<file path="config.mk">
export PLATFORM = sky130hd
export DESIGN_NAME = apb_master_bridge
export DESIGN_NICKNAME = d
export VERILOG_FILES = /design/src/rtl/apb_pkg.sv /design/src/rtl/apb_wait_timer.sv /design/src/rtl/apb_master_bridge.sv
export SDC_FILE = /design/constraint.sdc
export NUM_CORES = 1
export LEC_CHECK = 0
export CELL_PAD_IN_SITES_DETAIL_PLACEMENT = 1
export CELL_PAD_IN_SITES_GLOBAL_PLACEMENT = 1
export CORE_AREA = 2 2 58 88
export DETAILED_ROUTE_END_ITERATION = 10
export DIE_AREA = 0 0 60 90
export DONT_BUFFER_PORTS = 1
export PLACE_DENSITY = 0.88
export SYNTH_ARGS = -nofsm -noshare
export SYNTH_HDL_FRONTEND = slang
export SYNTH_SLANG_ARGS = --single-unit
</file>
<file path="constraint.sdc">
create_clock -name clk -period 3.37 [get_ports clk]
set_clock_uncertainty 0.1 [all_clocks]
set_input_delay 0.337 -clock clk [delete_from_list [all_inputs] [get_ports clk]]
set_output_delay 0.337 -clock clk [all_outputs]
set_load 0.02 [all_outputs]
</file>
<file path="src/rtl/apb_pkg.sv">
// apb_pkg: shared definitions for the APB master bridge.
//   APB_ADDR_W / APB_DATA_W : default address / data widths
//   apb_state_e             : bridge FSM state encoding
package apb_pkg;

  localparam int APB_ADDR_W = 32;
  localparam int APB_DATA_W = 8;

  typedef enum logic [1:0] {
    ST_IDLE   = 2'd0,
    ST_SETUP  = 2'd1,
    ST_ACCESS = 2'd2,
    ST_RESP   = 2'd3
  } apb_state_e;

endpackage

</file>
<file path="src/rtl/apb_wait_timer.sv">
// apb_wait_timer: ACCESS wait-state down-counter for the APB master bridge.
// Ports:
//   clk, presetn : clock, asynchronous active-low reset
//   load         : reload to TIMEOUT_CYCLES-1 (start of a new transfer)
//   dec          : one more ACCESS cycle without pready
//   expired      : terminal count reached; the current waiting cycle is the last allowed
module apb_wait_timer #(
  parameter int TIMEOUT_CYCLES = 16
) (
  input  logic clk,
  input  logic presetn,
  input  logic load,
  input  logic dec,
  output logic expired
);

  localparam int CNT_W = (TIMEOUT_CYCLES > 1) ? $clog2(TIMEOUT_CYCLES) : 1;
  localparam logic [CNT_W-1:0] CNT_INIT = CNT_W'(TIMEOUT_CYCLES - 1);

  logic [CNT_W-1:0] cnt;

  // Counter holds the number of further waiting cycles tolerated after the
  // current one, so terminal count zero flags the TIMEOUT_CYCLES-th wait.
  always_ff @(posedge clk or negedge presetn) begin
    if (!presetn) begin
      cnt <= '0;
    end else if (load) begin
      cnt <= CNT_INIT;
    end else if (dec && (cnt != '0)) begin
      cnt <= cnt - CNT_W'(1);
    end
  end

  assign expired = (cnt == '0);

endmodule

</file>
<file path="src/rtl/apb_master_bridge.sv">
// apb_master_bridge: turns a valid/ready command into one APB transfer and
// returns the result on a valid/ready response channel.
// Ports:
//   clk, presetn                        : clock, asynchronous active-low reset
//   cmd_valid/cmd_ready/cmd_write/
//   cmd_addr/cmd_wdata                  : command channel
//   rsp_valid/rsp_ready/rsp_rdata/
//   rsp_err/rsp_timeout                 : response channel
//   psel/penable/pwrite/paddr/pwdata/
//   prdata/pready/pslverr               : APB master port
// Optional feature: define APB_MASTER_TIMEOUT_EN to end an ACCESS phase after
// TIMEOUT_CYCLES cycles without pready (response flagged err + timeout).
//
// state  | meaning
// IDLE   | cmd_ready high, waiting for a command
// SETUP  | psel=1 penable=0, one cycle, pready ignored
// ACCESS | psel=1 penable=1 until pready (or timeout)
// RESP   | rsp_valid high until rsp_ready
module apb_master_bridge
  import apb_pkg::*;
#(
  parameter int ADDR_W         = APB_ADDR_W,
  parameter int DATA_W         = APB_DATA_W,
  parameter int TIMEOUT_CYCLES = 16
) (
  input  logic              clk,
  input  logic              presetn,
  input  logic              cmd_valid,
  output logic              cmd_ready,
  input  logic              cmd_write,
  input  logic [ADDR_W-1:0] cmd_addr,
  input  logic [DATA_W-1:0] cmd_wdata,
  output logic              rsp_valid,
  input  logic              rsp_ready,
  output logic [DATA_W-1:0] rsp_rdata,
  output logic              rsp_err,
  output logic              rsp_timeout,
  output logic              psel,
  output logic              penable,
  output logic              pwrite,
  output logic [ADDR_W-1:0] paddr,
  output logic [DATA_W-1:0] pwdata,
  input  logic [DATA_W-1:0] prdata,
  input  logic              pready,
  input  logic              pslverr
);

  apb_state_e state;
  logic       accept;
  logic       timeout_hit;

  assign cmd_ready = (state == ST_IDLE);
  assign accept    = cmd_valid && (state == ST_IDLE);

`ifdef APB_MASTER_TIMEOUT_EN
  logic timer_dec;
  logic timeout_q;

  assign timer_dec = (state == ST_ACCESS) && !pready;

  apb_wait_timer #(
    .TIMEOUT_CYCLES(TIMEOUT_CYCLES)
  ) u_wait_timer (
    .clk     (clk),
    .presetn (presetn),
    .load    (accept),
    .dec     (timer_dec),
    .expired (timeout_hit)
  );

  assign rsp_timeout = timeout_q;
`else
  assign timeout_hit = 1'b0;
  assign rsp_timeout = 1'b0;
`endif

  always_ff @(posedge clk or negedge presetn) begin
    if (!presetn) begin
      state     <= ST_IDLE;
      psel      <= 1'b0;
      penable   <= 1'b0;
      pwrite    <= 1'b0;
      paddr     <= '0;
      pwdata    <= '0;
      rsp_valid <= 1'b0;
      rsp_rdata <= '0;
      rsp_err   <= 1'b0;
`ifdef APB_MASTER_TIMEOUT_EN
      timeout_q <= 1'b0;
`endif
    end else begin
      case (state)
        ST_IDLE: begin
          if (accept) begin
            state   <= ST_SETUP;
            psel    <= 1'b1;
            penable <= 1'b0;
            pwrite  <= cmd_write;
            paddr   <= cmd_addr;
            pwdata  <= cmd_write ? cmd_wdata : '0;
          end
        end
        ST_SETUP: begin
          state   <= ST_ACCESS;
          penable <= 1'b1;
        end
        ST_ACCESS: begin
          // pready wins over a timeout landing on the same cycle
          if (pready) begin
            state     <= ST_RESP;
            psel      <= 1'b0;
            penable   <= 1'b0;
            rsp_valid <= 1'b1;
            rsp_rdata <= pwrite ? '0 : prdata;
            rsp_err   <= pslverr;
`ifdef APB_MASTER_TIMEOUT_EN
            timeout_q <= 1'b0;
`endif
          end else if (timeout_hit) begin
            state     <= ST_RESP;
            psel      <= 1'b0;
            penable   <= 1'b0;
            rsp_valid <= 1'b1;
            rsp_rdata <= '0;
            rsp_err   <= 1'b1;
`ifdef APB_MASTER_TIMEOUT_EN
            timeout_q <= 1'b1;
`endif
          end
        end
        ST_RESP: begin
          if (rsp_ready) begin
            state     <= ST_IDLE;
            rsp_valid <= 1'b0;
          end
        end
        default: state <= ST_IDLE;
      endcase
    end
  end

endmodule

</file>
==> impl_metrics.env <==
export IMPL_status="completed"
export IMPL_ys_seq_elements=55
export IMPL_antenna_found_initial=0
export IMPL_clk_pin_slew_ns=0.09
export IMPL_postCtsHoldBufs=2
export IMPL_cpMaxStageDelayCell="nand2_2"
export IMPL_nets=234
export IMPL_rr_worst_depth=4
export IMPL_p_leak_nw=1.077
export IMPL_fillers=480
export IMPL_yosys_area_top_type_share_pct=60.94
export IMPL_crit_family="simple AND/OR/NAND/NOR gates"
export IMPL_synth_compound_area_share_pct=6.648
export IMPL_vias=1302
export IMPL_hold_viol_final=0
export IMPL_ys_warn_count=0
export IMPL_antenna_cells=0
export IMPL_postCtsSetupBuffers=0
export IMPL_synth_fa_ha_area_share_pct=3.324
export IMPL_cp_buffers_inverters=1
export IMPL_holdCritPathClass="input pin to flop"
export IMPL_r2r_start="state[0]$_DFFE_PN0P_"
export IMPL_htree_levels=2
export IMPL_drtIter0Drc=55
export IMPL_grt_overflow=0
export IMPL_synth_yosys_seq_area_share_pct=60.94
export IMPL_clock_path_buffers=2
export IMPL_ioPinCount=110
export IMPL_multi_input_area_um2=800.8
export IMPL_die_h_um=90
export IMPL_setup_viol=0
export IMPL_stdcell_area_mm2=0.002401
export IMPL_final_antenna_net_count=0
export IMPL_fin_util_pct=51.16
export IMPL_synth_xor_area_share_pct=0
export IMPL_cts_tree="done"
export IMPL_dp_hpwl_um=3546
export IMPL_rows=31
export IMPL_p_total_w=0.002617
export IMPL_yosys_area_top_type="dfrtp_1"
export IMPL_max_freq_mhz=445.3
export IMPL_routedWlPerCell_um=19.36
export IMPL_die_area_mm2=0.005400
export IMPL_period_share_pct=66.63
export IMPL_io_buffers=0
export IMPL_max_stage_delay_ns=0.74
export IMPL_power_density_mw_per_mm2=1090
export IMPL_path_cells="inv_1 > ha_1 > nand2_2 > mux2_2"
export IMPL_grt_pass1_wl_um=7279
export IMPL_worstSetupPathType="flop to flop"
export IMPL_core_area_mm2=0.004693
export IMPL_synth_simple_area_share_pct=7.368
export IMPL_dr_pass1_iters=2
export IMPL_ir_drop_mv=0.4474
export IMPL_crit_fanout=49
export IMPL_grt_pass1_vias=1427
export IMPL_synth_edf_count=0
export IMPL_critical_path_startpoint_type="flop"
export IMPL_netlist_area_mm2=0.002258
export IMPL_r2r_end="paddr[31]$_DFFE_PN0P_"
export IMPL_grt_max_degree=56
export IMPL_dpl_cell_area_mm2=0.002278
export IMPL_holdPathStages=2
export IMPL_max_slew_margin_rel_pct=34.76
export IMPL_die_w_um=60
export IMPL_start_util_pct=48.12
export IMPL_yosysUniqueCellTypes=20
export IMPL_min_from="cmd_write"
export IMPL_grt_usage_pct=18.00
export IMPL_wl_um=4647
export IMPL_async_flop_share_pct=100.0
export IMPL_period_needed_ns=2.246
export IMPL_numCtsBuffers=5
export IMPL_layout_drive_gt1_share_pct=27.01
export IMPL_register_area_mm2=0.001376
export IMPL_synth_top_flop_cell="dfrtp_1"
export IMPL_rsz0062_at_grt="no"
export IMPL_syn_instance_count=172
export IMPL_drc_errors=0
export IMPL_synthMuxAreaShare_pct=17.95
export IMPL_hold_end="pwdata[5]$_DFFE_PN0P_"
export IMPL_crit_path_end_kind="flop"
export IMPL_place_ws_ns=1.128
export IMPL_area_growth_pct=6.316
export IMPL_viasPerCell=5.425
export IMPL_cts_root_buf="clkbuf_8"
export IMPL_worst_slew_pin_slew_ns=0.9751
export IMPL_cts_sinks=55
export IMPL_tns_ns=0
export IMPL_finalMaxSlewViolations=0
export IMPL_worstSkewPairLatency_ns=0.29
export IMPL_finalWorstSetupSlack_ns=1.124
export IMPL_max_cap_violations=0
export IMPL_cp_data_arrival_time_ns=2.32
export IMPL_synth_area_top_cells="dfrtp_1 61%, mux2_2 18%, nand2_1 4.3%"
export IMPL_worstPathRequired_ns=3.45
export IMPL_syn_area_per_cell_um2=13.13
export IMPL_synth_top_family_by_area="multiplexers"
export IMPL_synthesis_nets=233
export IMPL_ctsResizeCount=0
export IMPL_gp_congestion=0.7042
export IMPL_r2r_setup_slack_ns=1.12
[cell families (layout without fill, tap and decap cells)]
family / count (synthesis) / in the layout
flops: 55 / 55
compound gates: 24 / 24
other cells: 1 / 1
fa+ha+maj: 6 / 6
buf+inv: 13 / 15
simple gates: 37 / 37
mux: 36 / 36
[cell usage in the layout (no fill, tap or decap)]
cell type / n
dfrtp_1: 55
inv_1: 5
clkinv_2: 1
conb_1: 1
o21ai_1: 2
nand2_2: 1
a221oi_2: 2
o22ai_1: 1
a22o_1: 1
a21oi_1: 2
nand2_1: 26
o21ai_0: 15
clkbuf_8: 5
nand2b_1: 9
ha_1: 6
o32a_1: 1
clkbuf_1: 1
buf_16: 1
clkinvlp_4: 1
dlygate4sd3_1: 1
nor2b_1: 1
mux2_2: 36
[worst register-to-register path, cell delays in order, from the launching register on]
cell and delay, ns:
dfrtp_1 0.45, inv_1 0.11, ha_1 0.28, nand2_2 0.74
mux2_2 0.45
[synth_stat cells (2+ instances only)]
cell      count
dfrtp_1      55
mux2_2       36
nand2_1      26
o21ai_0      15
nand2b_1      9
ha_1          6
inv_1         5
buf_6         3
a21oi_1       2
a221oi_2      2
buf_2         2
buf_4         2
o21ai_1       2
[area by class of cell]
class	instances	share of cell area (%)
flip-flops and latches	55	57.32
repair buffers	2	1.563
inverters	5	0.7817
well taps	66	3.439
clock buffers	6	3.022
multi-input cells	104	33.35
clock inverters	2	0.5211
[metrics by stage]
stage                     std cells  hold WS [ns]
final                           240       0.06082
after global routing            240       0.05759
after CTS                       240       0.05228
after detailed placement        230      -0.05726
after global placement          230      -0.05739
after floorplan                 172      -0.05859
[per-layer routing]
metal  up-vias  part of all wire [%]  track usage [%]
met1       663                    35            18.98
met2        56                    58            32.25
met3         5                   6.5            5.612
met5         -                     0                0
met4         0                   1.3            5.926
li1        578                     -                -
[sequential cells by signal (all words and copies together), names as in the netlist]
signal / flops
rsp_valid: 1
state: 2
rsp_rdata: 8
psel: 1
pwrite: 1
pwdata: 8
penable: 1
rsp_err: 1
paddr: 32
[worst max-delay path by stage]
| stage | from | endpoint | slack [ns] | cells after the start |
|---|---|---|---|---|
| 4_1_cts | state[0]$_DFFE_PN0P_ | paddr[19]$_DFFE_PN0P_ | 1.11 | 4 |
| 3_3_place_gp | state[0]$_DFFE_PN0P_ | paddr[3]$_DFFE_PN0P_ | 1.31 | 4 |
| 6_report | state[0]$_DFFE_PN0P_ | paddr[31]$_DFFE_PN0P_ | 1.12 | 4 |
| 5_1_grt | state[0]$_DFFE_PN0P_ | paddr[19]$_DFFE_PN0P_ | 0.98 | 4 |
| 2_1_floorplan | state[0]$_DFFE_PN0P_ | state[1]$_DFFE_PN0P_ | 1.78 | 4 |
| 3_5_place_dp | state[0]$_DFFE_PN0P_ | paddr[31]$_DFFE_PN0P_ | 1.13 | 4 |
[where the power goes]
part	leakage (nW)	total, W	switching (W)	internal (W)
sequential	0.668	0.00163	0.000648	0.000985
combinational	0.367	0.000641	0.000291	0.000350
clock	0.0412	0.000343	0.000197	0.000146
total	1.08	0.00262	0.00114	0.00148
Note: power is estimated with default switching activity, not from simulation.
